$ cat config.mk
export PLATFORM = sky130hd
export DESIGN_NAME = boss_sprite_ctrl
export DESIGN_NICKNAME = d
export VERILOG_FILES = /design/src/rtl/boss_sprite_ctrl.sv
export SDC_FILE = /design/constraint.sdc
export NUM_CORES = 1
export LEC_CHECK = 0
export BUFFER_PORTS_ARGS = -buffer_cell sky130_fd_sc_hd__buf_2
export CAP_MARGIN = 20
export CORE_MARGIN = 5
export CORE_UTILIZATION = 58
export CTS_BUF_LIST = sky130_fd_sc_hd__clkbuf_16
export DETAILED_ROUTE_END_ITERATION = 6
export GPL_ROUTABILITY_DRIVEN = 0
export GPL_TIMING_DRIVEN = 0
export MAX_ROUTING_LAYER = met4
export PLACE_DENSITY = 0.93
export SYNTH_ARGS = -nofsm -noshare
export SYNTH_HDL_FRONTEND = slang
export SYNTH_SLANG_ARGS = --single-unit
$ cat constraint.sdc
create_clock -name Clk -period 6.85 [get_ports Clk]
set_input_delay 0.3425 -clock Clk [delete_from_list [all_inputs] [get_ports Clk]]
set_output_delay 0.3425 -clock Clk [all_outputs]
set_load 0.01 [all_outputs]
$ cat src/rtl/boss_sprite_ctrl.sv
// Boss/enemy sprite controller on the system clock with an internal tick strobe.
// Ports: Clk, Reset/dead_reset (sync, active-high, equivalent), keycode (4 key bytes),
// BG_step (scroll position), DrawX/DrawY (current pixel), hit (contact pulse);
// outputs is_sprite/sprite_addr (combinational pixel test and ROM address),
// sprite_x/sprite_y (top-left), active, hp, defeated.
module boss_sprite_ctrl #(
  parameter int unsigned X_HOME      = 370,
  parameter int unsigned Y_HOME      = 290,
  parameter int unsigned SIZE_X      = 130,
  parameter int unsigned SIZE_Y      = 130,
  parameter int unsigned SCALE_SHIFT = 1,
  parameter int unsigned ROM_X_OFF   = 123,
  parameter int unsigned ROM_STRIDE  = 188,
  parameter int unsigned TICK_DIV    = 6_000_000,
  parameter int unsigned APPEAR_MIN  = 280,
  parameter int unsigned APPEAR_MAX  = 360,
  parameter int unsigned SCROLL_LO   = 270,
  parameter int unsigned SCROLL_HI   = 320,
  parameter int unsigned SCROLL_STEP = 80,
  parameter int unsigned DROP        = 20,
  parameter int unsigned HP_INIT     = 3,
  parameter int unsigned FLASH_TICKS = 4
) (
  input  logic        Clk,
  input  logic        Reset,
  input  logic        dead_reset,
  input  logic [31:0] keycode,
  input  logic [8:0]  BG_step,
  input  logic [9:0]  DrawX,
  input  logic [9:0]  DrawY,
  input  logic        hit,
  output logic        is_sprite,
  output logic [18:0] sprite_addr,
  output logic [9:0]  sprite_x,
  output logic [9:0]  sprite_y,
  output logic        active,
  output logic [3:0]  hp,
  output logic        defeated
);

  localparam int unsigned CW = (TICK_DIV > 1) ? $clog2(TICK_DIV) : 1;
  localparam int unsigned FW = (FLASH_TICKS > 1) ? $clog2(FLASH_TICKS) : 1;

  localparam logic [9:0]  LP_XH      = 10'(X_HOME);
  localparam logic [9:0]  LP_YH      = 10'(Y_HOME);
  localparam logic [9:0]  LP_YENTER  = 10'(Y_HOME - DROP);
  localparam logic [9:0]  LP_DROP    = 10'(DROP);
  localparam logic [9:0]  LP_SX      = 10'(SIZE_X);
  localparam logic [9:0]  LP_SY      = 10'(SIZE_Y);
  localparam logic [9:0]  LP_AMIN    = 10'(APPEAR_MIN);
  localparam logic [9:0]  LP_AMAX    = 10'(APPEAR_MAX);
  localparam logic [9:0]  LP_SLO     = 10'(SCROLL_LO);
  localparam logic [9:0]  LP_SHI     = 10'(SCROLL_HI);
  localparam logic [9:0]  LP_STEP    = 10'(SCROLL_STEP);
  localparam logic [18:0] LP_ROFF    = 19'(ROM_X_OFF);
  localparam logic [18:0] LP_STRIDE  = 19'(ROM_STRIDE);

  typedef enum logic [2:0] {
    S_IDLE,
    S_ENTER,
    S_PATROL,
    S_FLASH,
    S_DEFEATED
  } state_t;

  state_t        r_state;
  logic [CW-1:0] r_cnt;
  logic [FW-1:0] r_flash;
  logic [9:0]    r_x;
  logic [9:0]    r_y;
  logic [2:0]    r_step;
  logic [3:0]    r_hp;
  logic          r_active;
  logic          r_defeated;
  logic          r_hit_lat;

  logic          w_tick;
  logic          w_left;
  logic          w_right;
  logic          w_in_scroll;
  logic [9:0]    w_scroll;
  logic [9:0]    w_bg;
  logic          w_appear;
  logic          w_retreat;
  logic          w_hit_now;
  logic [3:0]    w_hp_dec;
  logic [9:0]    w_x_move;
  logic [9:0]    w_dx;
  logic [9:0]    w_dy;
  logic [9:0]    w_ax;
  logic [9:0]    w_ay;
  logic          w_on;

  function automatic logic [9:0] pat_offset(input logic [2:0] s);
    case (s)
      3'd0:    pat_offset = 10'(-36);
      3'd1:    pat_offset = 10'd0;
      3'd2:    pat_offset = 10'd16;
      3'd3:    pat_offset = 10'(-48);
      3'd4:    pat_offset = 10'd36;
      3'd5:    pat_offset = 10'd0;
      3'd6:    pat_offset = 10'(-16);
      default: pat_offset = 10'd48;
    endcase
  endfunction

  assign w_tick = (r_cnt == CW'(TICK_DIV - 1));

  always_comb begin
    w_left  = 1'b0;
    w_right = 1'b0;
    for (int unsigned i = 0; i < 4; i++) begin
      if (keycode[8*i +: 8] == 8'h04) w_left  = 1'b1;
      if (keycode[8*i +: 8] == 8'h07) w_right = 1'b1;
    end
  end

  assign w_bg        = {1'b0, BG_step};
  assign w_in_scroll = (w_bg >= LP_SLO) && (w_bg <= LP_SHI);
  assign w_scroll    = (w_in_scroll && w_left && !w_right) ? LP_STEP :
                       (w_in_scroll && w_right && !w_left) ? -LP_STEP : '0;
  assign w_appear    = (w_bg > LP_AMIN) && (w_bg < LP_AMAX);
  assign w_retreat   = (w_bg > LP_AMAX);
  // A hit coinciding with the tick counts as if it had been latched earlier.
  assign w_hit_now   = r_hit_lat | (hit & (r_state == S_PATROL));
  assign w_hp_dec    = r_hp - 4'd1;
  assign w_x_move    = r_x + pat_offset(r_step) + w_scroll;

  always_ff @(posedge Clk) begin
    if (Reset || dead_reset) begin
      r_state    <= S_IDLE;
      r_cnt      <= '0;
      r_flash    <= '0;
      r_x        <= LP_XH;
      r_y        <= LP_YH;
      r_step     <= '0;
      r_hp       <= 4'(HP_INIT);
      r_active   <= 1'b0;
      r_defeated <= 1'b0;
      r_hit_lat  <= 1'b0;
    end else begin
      r_cnt <= w_tick ? '0 : r_cnt + CW'(1);

      if (w_tick)
        r_hit_lat <= 1'b0;
      else if (hit && (r_state == S_PATROL))
        r_hit_lat <= 1'b1;

      if (w_tick) begin
        case (r_state)
          S_IDLE: begin
            if (w_appear) begin
              r_state  <= S_ENTER;
              r_y      <= LP_YENTER;
              r_active <= 1'b1;
            end
          end
          S_ENTER: begin
            if (w_retreat) begin
              r_state  <= S_IDLE;
              r_x      <= LP_XH;
              r_y      <= LP_YH;
              r_active <= 1'b0;
            end else begin
              r_state <= S_PATROL;
              r_y     <= r_y + LP_DROP;
              r_x     <= r_x + w_scroll;
              r_step  <= '0;
            end
          end
          S_PATROL: begin
            if (w_retreat) begin
              r_state  <= S_IDLE;
              r_x      <= LP_XH;
              r_y      <= LP_YH;
              r_active <= 1'b0;
            end else begin
              r_x    <= w_x_move;
              r_step <= r_step + 3'd1;
              if (w_hit_now) begin
                r_hp     <= w_hp_dec;
                r_active <= 1'b0;
                r_flash  <= '0;
                if (w_hp_dec == 4'd0) begin
                  r_state    <= S_DEFEATED;
                  r_defeated <= 1'b1;
                end else begin
                  r_state <= S_FLASH;
                end
              end
            end
          end
          S_FLASH: begin
            if (w_retreat) begin
              r_state  <= S_IDLE;
              r_x      <= LP_XH;
              r_y      <= LP_YH;
              r_active <= 1'b0;
            end else begin
              r_x    <= w_x_move;
              r_step <= r_step + 3'd1;
              // The entry tick already showed the first (dark) phase.
              if (r_flash == FW'(FLASH_TICKS - 1)) begin
                r_state  <= S_PATROL;
                r_active <= 1'b1;
              end else begin
                r_flash  <= r_flash + FW'(1);
                r_active <= ~r_active;
              end
            end
          end
          S_DEFEATED: begin
          end
          default: r_state <= S_IDLE;
        endcase
      end
    end
  end

  assign w_dx = DrawX - r_x;
  assign w_dy = DrawY - r_y;
  assign w_ax = w_dx >> SCALE_SHIFT;
  assign w_ay = w_dy >> SCALE_SHIFT;
  assign w_on = r_active && (DrawX >= r_x) && (DrawY >= r_y) &&
                (w_dx < LP_SX) && (w_dy < LP_SY);

  assign is_sprite   = w_on;
  assign sprite_addr = w_on ? (19'(w_ax) + LP_ROFF + 19'(w_ay) * LP_STRIDE) : '0;
  assign sprite_x    = r_x;
  assign sprite_y    = r_y;
  assign active      = r_active;
  assign hp          = r_hp;
  assign defeated    = r_defeated;

endmodule

After elaboration in Yosys (flattened, before gate mapping). Cells that the tools add are included.

$add $sub $neg: 12. Multipliers: 1. $lt $le $gt $ge: 9. Equality and inequality tests: 31. Muxes and demuxes: 42. Bitwise gates (word level): 5. Reduce and logical (&&, ||, !) cells: 32.

Operator list (count): $mux 10 (7); $eq 8x3->1 const B (8); $pmux 10 s6 (1); $add 10x10->10 (3); $pmux 10 s3 (1); $mux 3 (8); $add 23x1->23 const B (1); $eq 23x23->1 const B (1); $ge 10x10->1 (2); $lt 10x8->1 const B (2); $pmux 10 s2 (1); $sub 10x10->10 (2); $add 10x17->18 (1); $gt 9x9->1 const B (2); $mux 18 (1); $ne 2x2->1 const B (8); $mul 9x6->15 const B (1); $pmux 3 s5 (1); $reduce_and 5->1 (3); $mux 1 (14); $eq 3x2->1 const B (4); $eq 3x3->1 const B (4); $reduce_and 4->1 (3); $logic_and 1x1->1 (11); 29 further kinds (42).

Flip-flop bits (word level): 58. Bits of input ports: 65. Output and inout port bits: 46. Word-level logic and storage cells: 142.

Depth between registers and ports, before layout.
Depth in word-level cells: 12. Mapped depth: 25. Gate-level depth less buffers: 25.

Least setup slack after synthesis. Ideal clock, no wire load.

Path type: reg2out. Start: reg r_y[1], in the netlist sprite_y[1]. End: out sprite_addr[15]. Arrival: 5.716 ns. Data required time: 6.508 ns. Setup slack: 0.792 ns. Cell stages (with the launch flop): 22. Buffers on the path: 0. Path through: dfxtp_1 inv_1 fa_1 a21o_1 a21oi_1 xnor2_1 inv_1 fa_1 inv_1 ha_1 fa_1 ha_1 a21o_1 a21oi_1 xnor2_1 ha_1 ha_1 nor3_1 a2111oi_0 nand3_1 xor2_1 nor2_1.

Longest elaborated chain between the ends: 5. Elaborated cells between the ends (all ways): 9. Those cells by class: add/sub (2); mul (1); order compare (2); mux (1); reduce/logical (3).

RTL lines: from (decl) (line 70) `logic [9:0] r_y;`; from (signal assigned) (line 166) `r_y <= r_y + LP_DROP;`; branches (longest 4 deep; another with $add 10x17->18); $mux 18 * (line 228) `assign sprite_addr = w_on ? (19'(w_ax) + LP_ROFF + 19'(w_ay) * LP_STRIDE) : '0;`; to (decl) (line 33) `output logic [18:0] sprite_addr,`.

Mark *: on every way between the ends.

Final worst setup path.
Start: reg r_y[2], in the netlist sprite_y[2]. End: out sprite_addr[17].

The elaborated chain is that of the path after synthesis.

==> flow_summary.html <==
<table>
<tr><th>Metric</th><th>Value</th></tr>
<tr><th colspan="2">Outcome</th></tr>
<tr><td>Run status</td><td>completed</td></tr>
<tr><th colspan="2">Global routing</th></tr>
<tr><td>Initial antenna violation count</td><td>0</td></tr>
<tr><td>Overall global routing resource usage</td><td>24.4%</td></tr>
<tr><td>Number of global-route vias before repair</td><td>roughly 6k</td></tr>
<tr><td>Global-route wire length before repair</td><td>~26,000 um</td></tr>
<tr><td>Leftover overflow at the end of global routing</td><td>0</td></tr>
<tr><td>Pin count of the biggest net entering global routing</td><td>21</td></tr>
<tr><th colspan="2">Job</th></tr>
<tr><td>Max-capacitance violation count</td><td>0</td></tr>
<tr><th colspan="2">Route</th></tr>
<tr><td>Antenna Violating Nets Remaining</td><td>0</td></tr>
<tr><td>Number of remaining DRC errors</td><td>0</td></tr>
<tr><td>DR vias</td><td>slightly above 6k</td></tr>
<tr><td>Routed wirelength normalized by instance count</td><td>14.9 um</td></tr>
<tr><td>Per-cell via count in the routed design</td><td>approximately 5.7</td></tr>
<tr><td>Drt initial violations</td><td>between 500 and 600</td></tr>
<tr><td>Final Routed Wirelength</td><td>about 16,000 um</td></tr>
<tr><td>First drt pass iteration count</td><td>6</td></tr>
<tr><th colspan="2">Critical path</th></tr>
<tr><td>Critical path cell sequence</td><td>inv_1, ha_1, a211oi_2, o21ai_1, a21o_1, a21oi_1, xnor2_2, fa_1, fa_1, inv_1, fa_1, inv_1, ha_1, nand3_1, o2111ai_1, a21o_1, a2111o_1, a31oi_2, nand3_1, nor4b_4, buf_2</td></tr>
<tr><td>Worst Path Max Fanout</td><td>9</td></tr>
<tr><td>Crit path buf inv count</td><td>4</td></tr>
<tr><td>Critical Path Source Type</td><td>register</td></tr>
<tr><td>Critical-path cell with the highest stage delay</td><td>sky130_fd_sc_hd__fa_1</td></tr>
<tr><td>Family with the most delay on the worst path</td><td>adder cells</td></tr>
<tr><td>Crit path arrival time</td><td>6.17 ns</td></tr>
<tr><td>CP Capture Type</td><td>primary output</td></tr>
<tr><td>Type of the worst setup path</td><td>reg -&gt; out</td></tr>
<tr><td>Worst endpoint required time</td><td>6.51 ns</td></tr>
<tr><td>Peak per-stage delay on the critical path</td><td>between 0.5 and 0.6 ns</td></tr>
<tr><th colspan="2">Timing</th></tr>
<tr><td>Summed negative setup slack over all endpoints</td><td>0 ns</td></tr>
<tr><td>Final-report max-slew violation count</td><td>0</td></tr>
<tr><td>Smallest hold slack</td><td>0.389 ns</td></tr>
<tr><td>Worst slew slack as a fraction of its limit</td><td>45.1%</td></tr>
<tr><td>Highest achievable clock rate</td><td>153 MHz</td></tr>
<tr><td>Max Clock Skew</td><td>0.00590 ns</td></tr>
<tr><td>Fin crit share</td><td>a little over nine tenths</td></tr>
<tr><td>Post-layout minimum cycle time</td><td>approximately 6.5 ns</td></tr>
<tr><td>Worst slew pin tran</td><td>slightly above 0.8 ns</td></tr>
<tr><td>Final setup violating endpoints</td><td>0</td></tr>
<tr><td>Hold Vio Cnt, Final</td><td>0</td></tr>
<tr><td>RSZ-0062 raised after global routing</td><td>false</td></tr>
<tr><th colspan="2">Clock tree</th></tr>
<tr><td>H-tree depth reported by CTS</td><td>2</td></tr>
<tr><td>Post-CTS Setup Bufs</td><td>0</td></tr>
<tr><td>Sink Count</td><td>56</td></tr>
<tr><td>Clock tree from TritonCTS</td><td>built</td></tr>
<tr><td>Cts bufs inserted</td><td>5</td></tr>
<tr><td>CTS Buffer Depth</td><td>2</td></tr>
<tr><td>Clock latency at the later pin of the worst-skew pair</td><td>roughly 0.30 ns</td></tr>
<tr><td>Clock Tree Root</td><td>sky130_fd_sc_hd__clkbuf_16</td></tr>
<tr><td>Total of hold buffers inserted after clock tree synthesis</td><td>0</td></tr>
<tr><td>Clock-pin slew on the worst setup and hold paths</td><td>approximately 0.080 ns</td></tr>
<tr><th colspan="2">Logic synthesis</th></tr>
<tr><td>Post-Syn Area per Cell</td><td>just under 8 um^2</td></tr>
<tr><td>Count of cell types in the netlist</td><td>70</td></tr>
<tr><td>Post-Syn Instances</td><td>824</td></tr>
<tr><td>FFs w/ async S/R, synth</td><td>0%</td></tr>
<tr><td>Count of synthesis-stage warnings from yosys</td><td>0</td></tr>
<tr><td>Number of enable-type register cells in the synthesized netlist</td><td>0</td></tr>
<tr><td>Ys flop type</td><td>sky130_fd_sc_hd__dfxtp_1</td></tr>
<tr><td>Flop and latch count out of synthesis</td><td>56</td></tr>
<tr><td>Combined area of all synthesized cells</td><td>0.00648 mm^2</td></tr>
<tr><td>Post-synthesis sequential area ratio</td><td>around 17%</td></tr>
<tr><th colspan="2">Power and ir drop</th></tr>
<tr><td>Leakage power summed over all cells</td><td>3.43 nW</td></tr>
<tr><td>Pwr/cell area</td><td>between 300 and 400 mW/mm^2</td></tr>
<tr><td>Worst IR drop on VDD</td><td>between 0.7 and 0.8 mV</td></tr>
<tr><th colspan="2">Placement</th></tr>
<tr><td>Port Buf Inserts</td><td>roughly 110</td></tr>
<tr><td>HPWL Detailed</td><td>13,200 um</td></tr>
<tr><th colspan="2">Floorplan</th></tr>
<tr><td>Starting density of the core</td><td>approximately 60%</td></tr>
<tr><td>Die extent in x</td><td>about 120 um</td></tr>
<tr><td>Number of top-level pins</td><td>111</td></tr>
<tr><td>Chip height</td><td>approximately 120 um</td></tr>
<tr><td>Core box area</td><td>~0.011 mm^2</td></tr>
<tr><td>Floorplan row count</td><td>38</td></tr>
<tr><td>Full die area</td><td>between 0.01 and 0.015 mm^2</td></tr>
<tr><th colspan="2">Final layout</th></tr>
<tr><td>Most common cell after layout, fill and taps aside</td><td>sky130_fd_sc_hd__buf_2</td></tr>
<tr><td>Antenna Diode Count</td><td>0</td></tr>
<tr><td>Area added between synthesis and finish</td><td>13.9%</td></tr>
<tr><td>Combined area of the multi-input logic cells</td><td>between 0.004 and 0.005 mm^2</td></tr>
<tr><td>Fraction of final layout cells sized beyond drive strength 1</td><td>between 10 and 15%</td></tr>
<tr><td>Most frequent cells in the layout</td><td>sky130_fd_sc_hd__buf_2 (107), sky130_fd_sc_hd__inv_1 (100), sky130_fd_sc_hd__nor2_1 (94)</td></tr>
<tr><td>Filler instances</td><td>848</td></tr>
<tr><td>Number of nets in the final layout</td><td>approximately 1.1k</td></tr>
<tr><td>Storage cell area</td><td>0.00112 mm^2</td></tr>
<tr><th colspan="2">Worst hold path</th></tr>
<tr><td>Worst min-delay path class</td><td>in -&gt; reg</td></tr>
</table>
-- logic make-up (layout without fill, tap and decap cells) --
logic type,Yosys count,count (layout),synth area share [%]
DFF,56,56,17.3
buffers and inverters,123,237,7.49
and+or+nand+nor,284,284,21.3
adders and majority gates,115,115,25.3
xor gates and xnor gates,80,80,11.5
other,2,5,0.116
AOI/OAI and AO/OA,161,161,16.5
muxes,3,3,0.463
-- worst paths after layout --
kind | cells past startpoint | slack [ns] | endpoint | startpoint
max reg2reg | 13 | 3.14 | sprite_x[9] | r_step[0]
min | 3 | 0.39 | r_hit_lat | hit
max | 21 | 0.33 | sprite_addr[17] | sprite_y[2]
min reg2reg | 2 | 0.46 | r_flash[1] | r_flash[1]
-- power by group --
group	total (mW)	internal (mW)	switching (mW)	leakage, nW
Combinational	1.95	0.826	1.13	2.91
Clock	0.273	0.141	0.131	0.0767
Sequential	0.326	0.326	0.000670	0.452
Total	2.55	1.29	1.26	3.43
-- layer usage --
metal / vias up / track usage (%) / share of wire [%]
li1: 3067 / - / -
met1: 2821 / 28.7 / 41
met2: 241 / 42.1 / 48
met3: 43 / 4.70 / 9.0
met4: 0 / 7.97 / 2.8
met5: - / - / 0
-- sequential cells by signal, indices dropped and copies added, names as in the netlist --
name and count:
r_cnt 23, sprite_x 9, sprite_y 9, hp 4, r_state 3, r_step 3
r_flash 2, active 1, defeated 1, r_hit_lat 1
-- cell usage after synthesis, types with 5 or more instances --
library cell	number	share of area, %
sky130_fd_sc_hd__a211oi_1	5	0.58
sky130_fd_sc_hd__a21o_1	10	1.2
sky130_fd_sc_hd__a21oi_1	48	3.7
sky130_fd_sc_hd__a31oi_1	5	0.48
sky130_fd_sc_hd__and3_1	7	0.68
sky130_fd_sc_hd__clkbuf_1	14	0.81
sky130_fd_sc_hd__dfxtp_1	56	17
sky130_fd_sc_hd__fa_1	27	8.3
sky130_fd_sc_hd__ha_1	87	17
sky130_fd_sc_hd__inv_1	100	5.8
sky130_fd_sc_hd__nand2_1	53	3.1
sky130_fd_sc_hd__nand2b_1	7	0.68
sky130_fd_sc_hd__nand3_1	32	2.5
sky130_fd_sc_hd__nand3b_1	7	0.81
sky130_fd_sc_hd__nand4_1	7	0.68
sky130_fd_sc_hd__nor2_1	94	5.4
sky130_fd_sc_hd__nor2b_1	11	1.1
sky130_fd_sc_hd__nor3_1	30	2.3
sky130_fd_sc_hd__nor4_1	11	1.1
sky130_fd_sc_hd__o2111ai_1	5	0.68
sky130_fd_sc_hd__o211ai_1	11	1.3
sky130_fd_sc_hd__o21a_1	5	0.58
sky130_fd_sc_hd__o21ai_0	22	1.7
sky130_fd_sc_hd__o21ai_1	6	0.46
sky130_fd_sc_hd__o21bai_1	7	0.81
sky130_fd_sc_hd__or3_1	5	0.48
sky130_fd_sc_hd__xnor2_1	37	5.0
sky130_fd_sc_hd__xor2_1	39	5.3
-- cell type report --
type / instances / share of cell area, %
flip-flops and latches: 56 / 15.2
repair buffers: 106 / 7.18
inverters: 101 / 5.13
clock inverters: 3 / 0.390
clock buffers: 5 / 1.69
plain buffers: 22 / 1.44
well taps: 140 / 2.37
multi-input cells: 648 / 66.6
-- through the flow --
stage	power (mW)	instances	setup WS (ns)	utilization, %	cell area (um^2)
after floorplan	1.84	827	0.792	-	6490
after global placement	2.08	1073	0.374	66.1	7200
after detailed placement	2.16	1073	0.231	66.1	7200
after CTS	2.45	1081	0.102	67.6	7360
after global routing	2.80	1081	0.0517	67.8	7390
final	2.55	1081	0.335	67.8	7390
-- worst register-to-register path, stage by stage (launching register included) --
cell                       delay, ns
sky130_fd_sc_hd__dfxtp_1        0.37
sky130_fd_sc_hd__ha_1           0.27
sky130_fd_sc_hd__nor4_1         0.36
sky130_fd_sc_hd__nor2b_1        0.14
sky130_fd_sc_hd__o31a_1         0.36
sky130_fd_sc_hd__fa_1           0.46
sky130_fd_sc_hd__ha_1           0.30
sky130_fd_sc_hd__inv_1          0.09
sky130_fd_sc_hd__o21ai_0        0.16
sky130_fd_sc_hd__a311oi_1       0.34
sky130_fd_sc_hd__xnor3_1        0.25
sky130_fd_sc_hd__o21ai_0        0.26
sky130_fd_sc_hd__o21bai_1       0.16
sky130_fd_sc_hd__nand3_1        0.08
-- timing repair --
item | in CTS | in global routing
setup endpoints to repair | 2 | 5
gates resized for setup | 1 | 5
hold endpoints to repair | 0 | 0
cloned | 0 | 0
Note: power is estimated with default switching activity, not from simulation.
